--- src/rtl/completion_buffer.sv ---
// completion_buffer: in-order retirement buffer; entries are allocated at dispatch,
// completed out of order by two functional units, and retired to the register file in allocation order.
module completion_buffer #(
  parameter int NUM_CB_ENTRY = 8,
  parameter int WORD_W = 32,
  localparam int IDX = $clog2(NUM_CB_ENTRY)
) (
  input  logic              CLK,
  input  logic              nRST,
  input  logic              alloc_req,
  input  logic [4:0]        alloc_rd,
  output logic [IDX-1:0]    alloc_idx,
  output logic              full,
  output logic              empty,
  output logic [IDX:0]      count,
  input  logic              done_a,
  input  logic [IDX-1:0]    index_a,
  input  logic [WORD_W-1:0] wdata_a,
  input  logic              wen_a,
  input  logic              done_b,
  input  logic [IDX-1:0]    index_b,
  input  logic [WORD_W-1:0] wdata_b,
  input  logic              wen_b,
  input  logic              flush,
  output logic              commit_valid,
  output logic              rf_wen,
  output logic [4:0]        rf_rd,
  output logic [WORD_W-1:0] rf_wdata
);
  localparam logic [IDX:0] FULL_CNT = NUM_CB_ENTRY[IDX:0];
  logic [NUM_CB_ENTRY-1:0] valid_q, ready_q, wen_q;
  logic [4:0]              rd_q   [NUM_CB_ENTRY];
  logic [WORD_W-1:0]       data_q [NUM_CB_ENTRY];
  logic [IDX-1:0]          head_q, head_d, tail_q, tail_d;
  logic [IDX:0]            count_q, count_d;
  logic                    alloc_ok;
  always_comb begin
    full         = count_q == FULL_CNT;
    empty        = count_q == '0;
    count        = count_q;
    alloc_idx    = tail_q;
    commit_valid = valid_q[head_q] & ready_q[head_q] & ~flush;
    rf_wen       = commit_valid & wen_q[head_q] & (rd_q[head_q] != 5'd0);
    rf_rd        = commit_valid ? rd_q[head_q] : 5'd0;
    rf_wdata     = commit_valid ? data_q[head_q] : '0;
    alloc_ok     = alloc_req & ~full & ~flush;
    head_d       = head_q + IDX'(commit_valid);
    tail_d       = tail_q + IDX'(alloc_ok);
    count_d      = count_q + (IDX+1)'(alloc_ok) - (IDX+1)'(commit_valid);
  end
  // Later non-blocking writes win: port a overrides port b, commit clears a
  // same-cycle completion on the head, and allocation initialises its entry last.
  always_ff @(posedge CLK or negedge nRST) begin
    if (!nRST) begin
      valid_q <= '0;
      ready_q <= '0;
      wen_q   <= '0;
      head_q  <= '0;
      tail_q  <= '0;
      count_q <= '0;
      for (int i = 0; i < NUM_CB_ENTRY; i++) begin
        rd_q[i]   <= '0;
        data_q[i] <= '0;
      end
    end else if (flush) begin
      valid_q <= '0;
      ready_q <= '0;
      head_q  <= '0;
      tail_q  <= '0;
      count_q <= '0;
    end else begin
      if (done_b && valid_q[index_b]) begin
        ready_q[index_b] <= 1'b1;
        data_q[index_b]  <= wdata_b;
        wen_q[index_b]   <= wen_b;
      end
      if (done_a && valid_q[index_a]) begin
        ready_q[index_a] <= 1'b1;
        data_q[index_a]  <= wdata_a;
        wen_q[index_a]   <= wen_a;
      end
      if (commit_valid) begin
        valid_q[head_q] <= 1'b0;
        ready_q[head_q] <= 1'b0;
      end
      if (alloc_ok) begin
        valid_q[tail_q] <= 1'b1;
        ready_q[tail_q] <= 1'b0;
        wen_q[tail_q]   <= 1'b0;
        rd_q[tail_q]    <= alloc_rd;
      end
      head_q  <= head_d;
      tail_q  <= tail_d;
      count_q <= count_d;
    end
  end
endmodule

--- config.mk ---
export PLATFORM = sky130hd
export DESIGN_NAME = completion_buffer
export DESIGN_NICKNAME = d
export VERILOG_FILES = /design/src/rtl/completion_buffer.sv
export SDC_FILE = /design/constraint.sdc
export NUM_CORES = 1
export LEC_CHECK = 0
export BUFFER_PORTS_ARGS = -buffer_cell sky130_fd_sc_hd__buf_2
export CAP_MARGIN = 20
export CORE_ASPECT_RATIO = 1.25
export CORE_MARGIN = 3
export CORE_UTILIZATION = 50
export CTS_BUF_LIST = sky130_fd_sc_hd__clkbuf_4 sky130_fd_sc_hd__clkbuf_8
export CTS_CLUSTER_DIAMETER = 80
export DETAILED_ROUTE_END_ITERATION = 16
export GPL_TIMING_DRIVEN = 1
export PLACE_DENSITY = 0.72
export SLEW_MARGIN = 15
export SYNTH_ARGS = -nofsm -noshare
export SYNTH_HDL_FRONTEND = slang
export SYNTH_SLANG_ARGS = --single-unit
export TNS_END_PERCENT = 100
--- constraint.sdc ---
create_clock -name CLK -period 4.1 [get_ports CLK]
set_clock_uncertainty 0.05 [all_clocks]
set_input_delay 0.82 -clock CLK [delete_from_list [all_inputs] [get_ports CLK]]
set_output_delay 0.82 -clock CLK [all_outputs]
set_load 0.005 [all_outputs]
======== Word level (Yosys, flattened, before mapping) ========
Cells that the tools add are included.
storage, ports and cells
  register bits ........................... 330
  input port bits ......................... 83
  output and inout bits ................... 48
  logic and storage cells ................. 135
operators by class
  add/sub/neg operators ................... 4
  $lt $le $gt $ge ......................... 15
  equal/unequal tests ..................... 1
  mux-type cells .......................... 60
  bitwise gates (word level) .............. 21
  reductions and logical operators ........ 12
operators with widths
  operator            number
  $mux 256            3
  $bwmux 256          2
  $demux 32 s3        2
  $mux 32             5
  $mux 8              17
  $bmux 32 s3         1
  $bwmux 40           1
  $and 8x8->8         4
  $or 8x8->8          3
  $mux 5              4
  $bwmux 8            2
  $ge 4x4->1 const B  4
  $lt 3x4->1 const B  4
  $not 3->4           4
  $not 8->8           2
  $bmux 1 s3          5
  $bmux 5 s3          1
  $demux 5 s3         1
  $demux 1 s3         4
  $ge 3x1->1 const B  4
  $lt 4x1->1 const B  3
  $logic_and 1x1->1   9
  $mux 1              9
  $add 3x1->3         2
  other kinds (10)    17

======== Depth between registers and ports, before layout ========
  depth in word-level cells ............... 16
  depth in mapped cells ................... 14
  depth with buffers taken out ............ 12

======== Worst setup path before layout ========
OpenSTA, ideal clock, no wires.
  path type ............................... register to register
  start point ............................. register head_q[1]
  end point ............................... register count_q[1] (netlist: count[1])
  setup time .............................. 0.132 ns
  arrival time ............................ 3.039 ns
  data required time ...................... 3.918 ns
  setup slack ............................. 0.878 ns
  cell stages (with the launch flop) ...... 13
  path buffers ............................ 3
  clock period less this slack ............ 3.222 ns
  cell sequence ........................... dfrtp_1 > clkbuf_1 > clkbuf_1 > nor3b_1 > a22oi_1 > and4_1 > nor3_1 > clkbuf_1 > ha_1 > inv_1 > ha_1 > fa_1 > nor2b_1
on the way
  cells in the longest elaborated chain, start to end .. 6
  elaborated cells on any way between the ends .. 8
  classes of those cells .................. add/sub: 1; mux: 5; bitwise: 2
ends and longest elaborated chain
  item                          line  RTL
  from (decl)                   34    logic [IDX-1:0] head_q, head_d, tail_q, tail_d;
  from (signal assigned)        58    head_q <= '0;
  from (signal assigned)        68    head_q <= '0;
  from (signal assigned)        92    head_q <= head_d;
  $bmux 1 s3                    42    commit_valid = valid_q[head_q] & ready_q[head_q] & ~flush;
  $mux 1 (implied by the code)  42
  $and 1x1->1 * (2 in a row)    42
  named net commit_valid        25    output logic commit_valid,
  $sub 4x1->4 *                 49    count_d = count_q + (IDX+1)'(alloc_ok) - (IDX+1)'(commit_valid);
  $mux 4 *                      65    end else if (flush) begin
  to (signal assigned)          94    count_q <= count_d;
  to (decl)                     35    logic [IDX:0] count_q, count_d;
Mark *: on every way through the listed nets, which the timed path passes. The rest lies on a longest branch. The select of a mux whose other input is x is not followed.
A chain may end at the register's enable or synchronous reset.

======== Worst setup path in the final report ========
  start point ............................. register head_q[0]
  end point ............................... output port rf_wdata[0]
on the way
  cells in the longest elaborated chain, start to end .. 5
  elaborated cells on any way between the ends .. 11
  classes of those cells .................. mux: 8; bitwise: 3
ends and longest elaborated chain
  item                                                         line    RTL
  $bmux 1 s3 or $not 3->4 (tied branches)                      42, 45
  $mux 1 (implied by the code) or $bmux 32 s3 (tied branches)  42, 45
  $and 1x1->1 or $mux 32 (tied branches) (2 in a row)          42, 45
  $mux 32 *                                                    45      rf_wdata = commit_valid ? data_q[head_q] : '0;
  to (decl)                                                    28      output logic [WORD_W-1:0] rf_wdata
Every way passes the cells marked *; elsewhere a longest branch is shown, timed or not. The select of a mux whose other input is x is not followed.

==> impl_metrics.ini <==
[status]
status = complete, no violations

[floorplan]
rows = 75
initial_utilization = 0.509
die_w_um = 172
die-height_um = 213
pin_count = 131
die_area_um2 = 36700
core_area_um2 = 33800

[yosys]
synth-seq-cells = 330
synth_top_family_by_area = compound AO/OA/AOI/OAI gates
postSynthCellCount = 1727
synth_flop_cell = dfrtp_1
synth_edf_count = 0
synthMuxAreaShare = 0.0186
synth_nets = 1821
avgSynthCellArea_um2 = 9.96
synth_fa_ha_area_frac = 0.00844
synthXorXnorAreaFrac = 0.00204
synth_area_leaders = dfrtp_1, a221o_1, nor3_1
synth_top_area_share = 0.480
synth_compound_area_frac = 0.246
ys_async_sr_fraction = 1.00
ys_seq_area_frac = 0.480
synth_top_cell_by_area = dfrtp_1
synth-simple-area-share = 0.187
yosysWarnings = 0
synthDistinctLibCells = 63
synth_area_um2 = 17200

[placed_design]
post-place-ws_ns = 0.385
placed_cells = 2138
gp_congestion = 0.869
dp_hpwl_um = 35700
port_buffers = 130
place_area_um2 = 18300

[timing]
setup_viol = 0
timing.final.crit_share = 0.983
fin_crit_ns = 4.03
rsz0062_at_grt = false
fin_tns_setup_ns = 0
fmax_mhz = 248
relSlewSlack = 0.266
hold_ws_ns = 0.136
setup_ws_ns = 0.0684
worst-slew-pin-transition_ns = 1.10
slew_violations = 0
finalHoldViolations = 0

[worst_setup_path]
worst-path-max-fanout = 19
critPathLaunch = head_q[0]
crit_slowest_cell = dfrtp_4
setup.worst_path.end = rf_wdata[0]
rrSetupSlack_ns = 0.85
arrival_ns = 3.16
r2r-start = head_q[0]
worst_path_dominant_cell_family = simple AND/OR/NAND/NOR gates
crit_chain = nor2b_1 -> nand2b_2 -> buf_12 -> o22ai_1 -> nor2_1 -> and3_1 -> buf_2
reg2reg_to = count[1]
rr_worst_depth = 10
crit_path_end_kind = output port
path_depth = 7
path_buf_inv = 2
path_class = reg2out
max_stage_delay_ns = 0.59
start_kind = flip-flop
cp.required_ns = 3.23

[detailed_routing]
wl_um = 60200
drc_errors = 0
vias = 16200
initialDrtViolationCount = 2219
ant_nets = 0
vias_per_cell = 7.23
firstDrtPassIters = 8
drt-wirelength-per-cell_um = 26.9

[worst_hold_path]
hold_class = in2async

[final_layout]
area_delta_synth_final_pct = 14.0
drive_above_1_share = 0.197
instances_no_fill = 2235
nets = 1864
final_common_cell = dfrtp_1
final_cell_mix = dfrtp_1, nor3_1, a221o_1
fin_area_um2 = 19600
utilization = 0.580

[clock_tree]
cts_root_buffer = clkbuf_8
cts.sinks = 330
worstSkewPairLatency_ns = 0.63
clk_pin_slew_worst_paths_ns = 0.07
numCtsBuffers = 53
hold_buffers = 0
cts.path.max_buffers = 3
tritoncts = built
h-tree-depth = 2

[grt]
grt-ovfl-total = 0
antenna_found_initial = 4
grt_max_degree = 95
first_global_vias = 16000
grt_pass1_wl_um = 92500
track_usage = 0.324

[power]
internal_power_mw = 6.06
p_per_area_nw_per_um2 = 418
swShare = 0.259
leakage_nw = 8.87
pwr-share-clk = 0.406
seq_power_share = 0.476
power_switching_mw = 2.12
total_power_mw = 8.18
ir_drop_mv = 0.263
p_comb_frac = 0.118

[flow_run]
cap_violations = 0
## worst min path at each step
stage | startpoint | to | slack [ns] | cells past startpoint
final | nRST | data_q[83] | 0.14 | 1
after global routing | nRST | data_q[82] | 0.17 | 1
after CTS | nRST | data_q[139] | 0.16 | 1
after detailed placement | rd_q[11] | rd_q[11] | 0.41 | 2
after global placement | rd_q[10] | rd_q[10] | 0.40 | 2
after floorplan | rd_q[38] | rd_q[38] | 0.39 | 2
## cells in the mapped netlist (all sizes together), types with 5 or more instances
cell type	n
a2111oi	18
a221o	259
a22oi	7
and2	6
and3	34
and3b	5
buf	86
clkbuf	133
dfrtp	330
ha	10
inv	20
mux2	11
mux2i	6
mux4	6
nand2	145
nand2b	12
nand3	8
nor2	68
nor2b	42
nor3	273
nor3b	6
nor4	14
o211ai	6
o21ai	12
o22ai	131
o311ai	9
or2	6
or3	9
or4	6
## area by class of cell
cell class | count | area [um^2]
flip-flops and latches | 330 | 8260
clock buffers | 82 | 1050
clock inverters | 12 | 188
well taps | 423 | 529
fillers | 2927 | 14200
inverters | 21 | 78.8
multi-input cells | 1157 | 8050
repair buffers | 207 | 1440
diodes | 3 | 7.51
## layer usage
layer	GRT usage	wire [um]	up-vias
li1	-	-	6828
met1	0.432	22300	7924
met2	0.502	27500	1129
met3	0.0695	7050	273
met4	0.173	3340	4
met5	0	14	-
## repair_timing
item                       CTS  global route
resized for setup            1             3
buffers inserted             0             0
setup endpoints to repair    6             7
## sequential cells by signal, indices dropped and copies added (netlist names)
name / cells
rd_q: 40
valid_q: 8
head_q: 3
count: 4
alloc_idx: 3
ready_q: 8
wen_q: 8
data_q: 256
## logic make-up after synthesis
| family | Yosys count |
|---|---|
| fa+ha+maj | 11 |
| compound gates | 474 |
| simple gates | 645 |
| mux | 23 |
| buf+inv | 240 |
| xor+xnor | 4 |
| flops | 330 |
## worst register-to-register path: stages, from the launching register on
cell	delay [ns]
dfrtp_4	0.59
nor2b_1	0.52
a221o_1	0.25
a22oi_1	0.11
nor3_2	0.31
buf_4	0.26
ha_1	0.25
inv_1	0.05
ha_1	0.18
fa_1	0.42
nor2b_1	0.13
## power groups by stage
| stage | Combinational [mW] | Clock, mW | Sequential [mW] |
|---|---|---|---|
| floorplan | 0.675 | 0 | 3.87 |
| global placement | 0.928 | 0 | 3.93 |
| detailed placement | 0.969 | 0 | 3.93 |
| CTS | 0.969 | 3.34 | 3.89 |
| global route | 1.06 | 3.49 | 3.94 |
| finish | 0.967 | 3.32 | 3.90 |
Note: power is estimated with default switching activity, not from simulation.
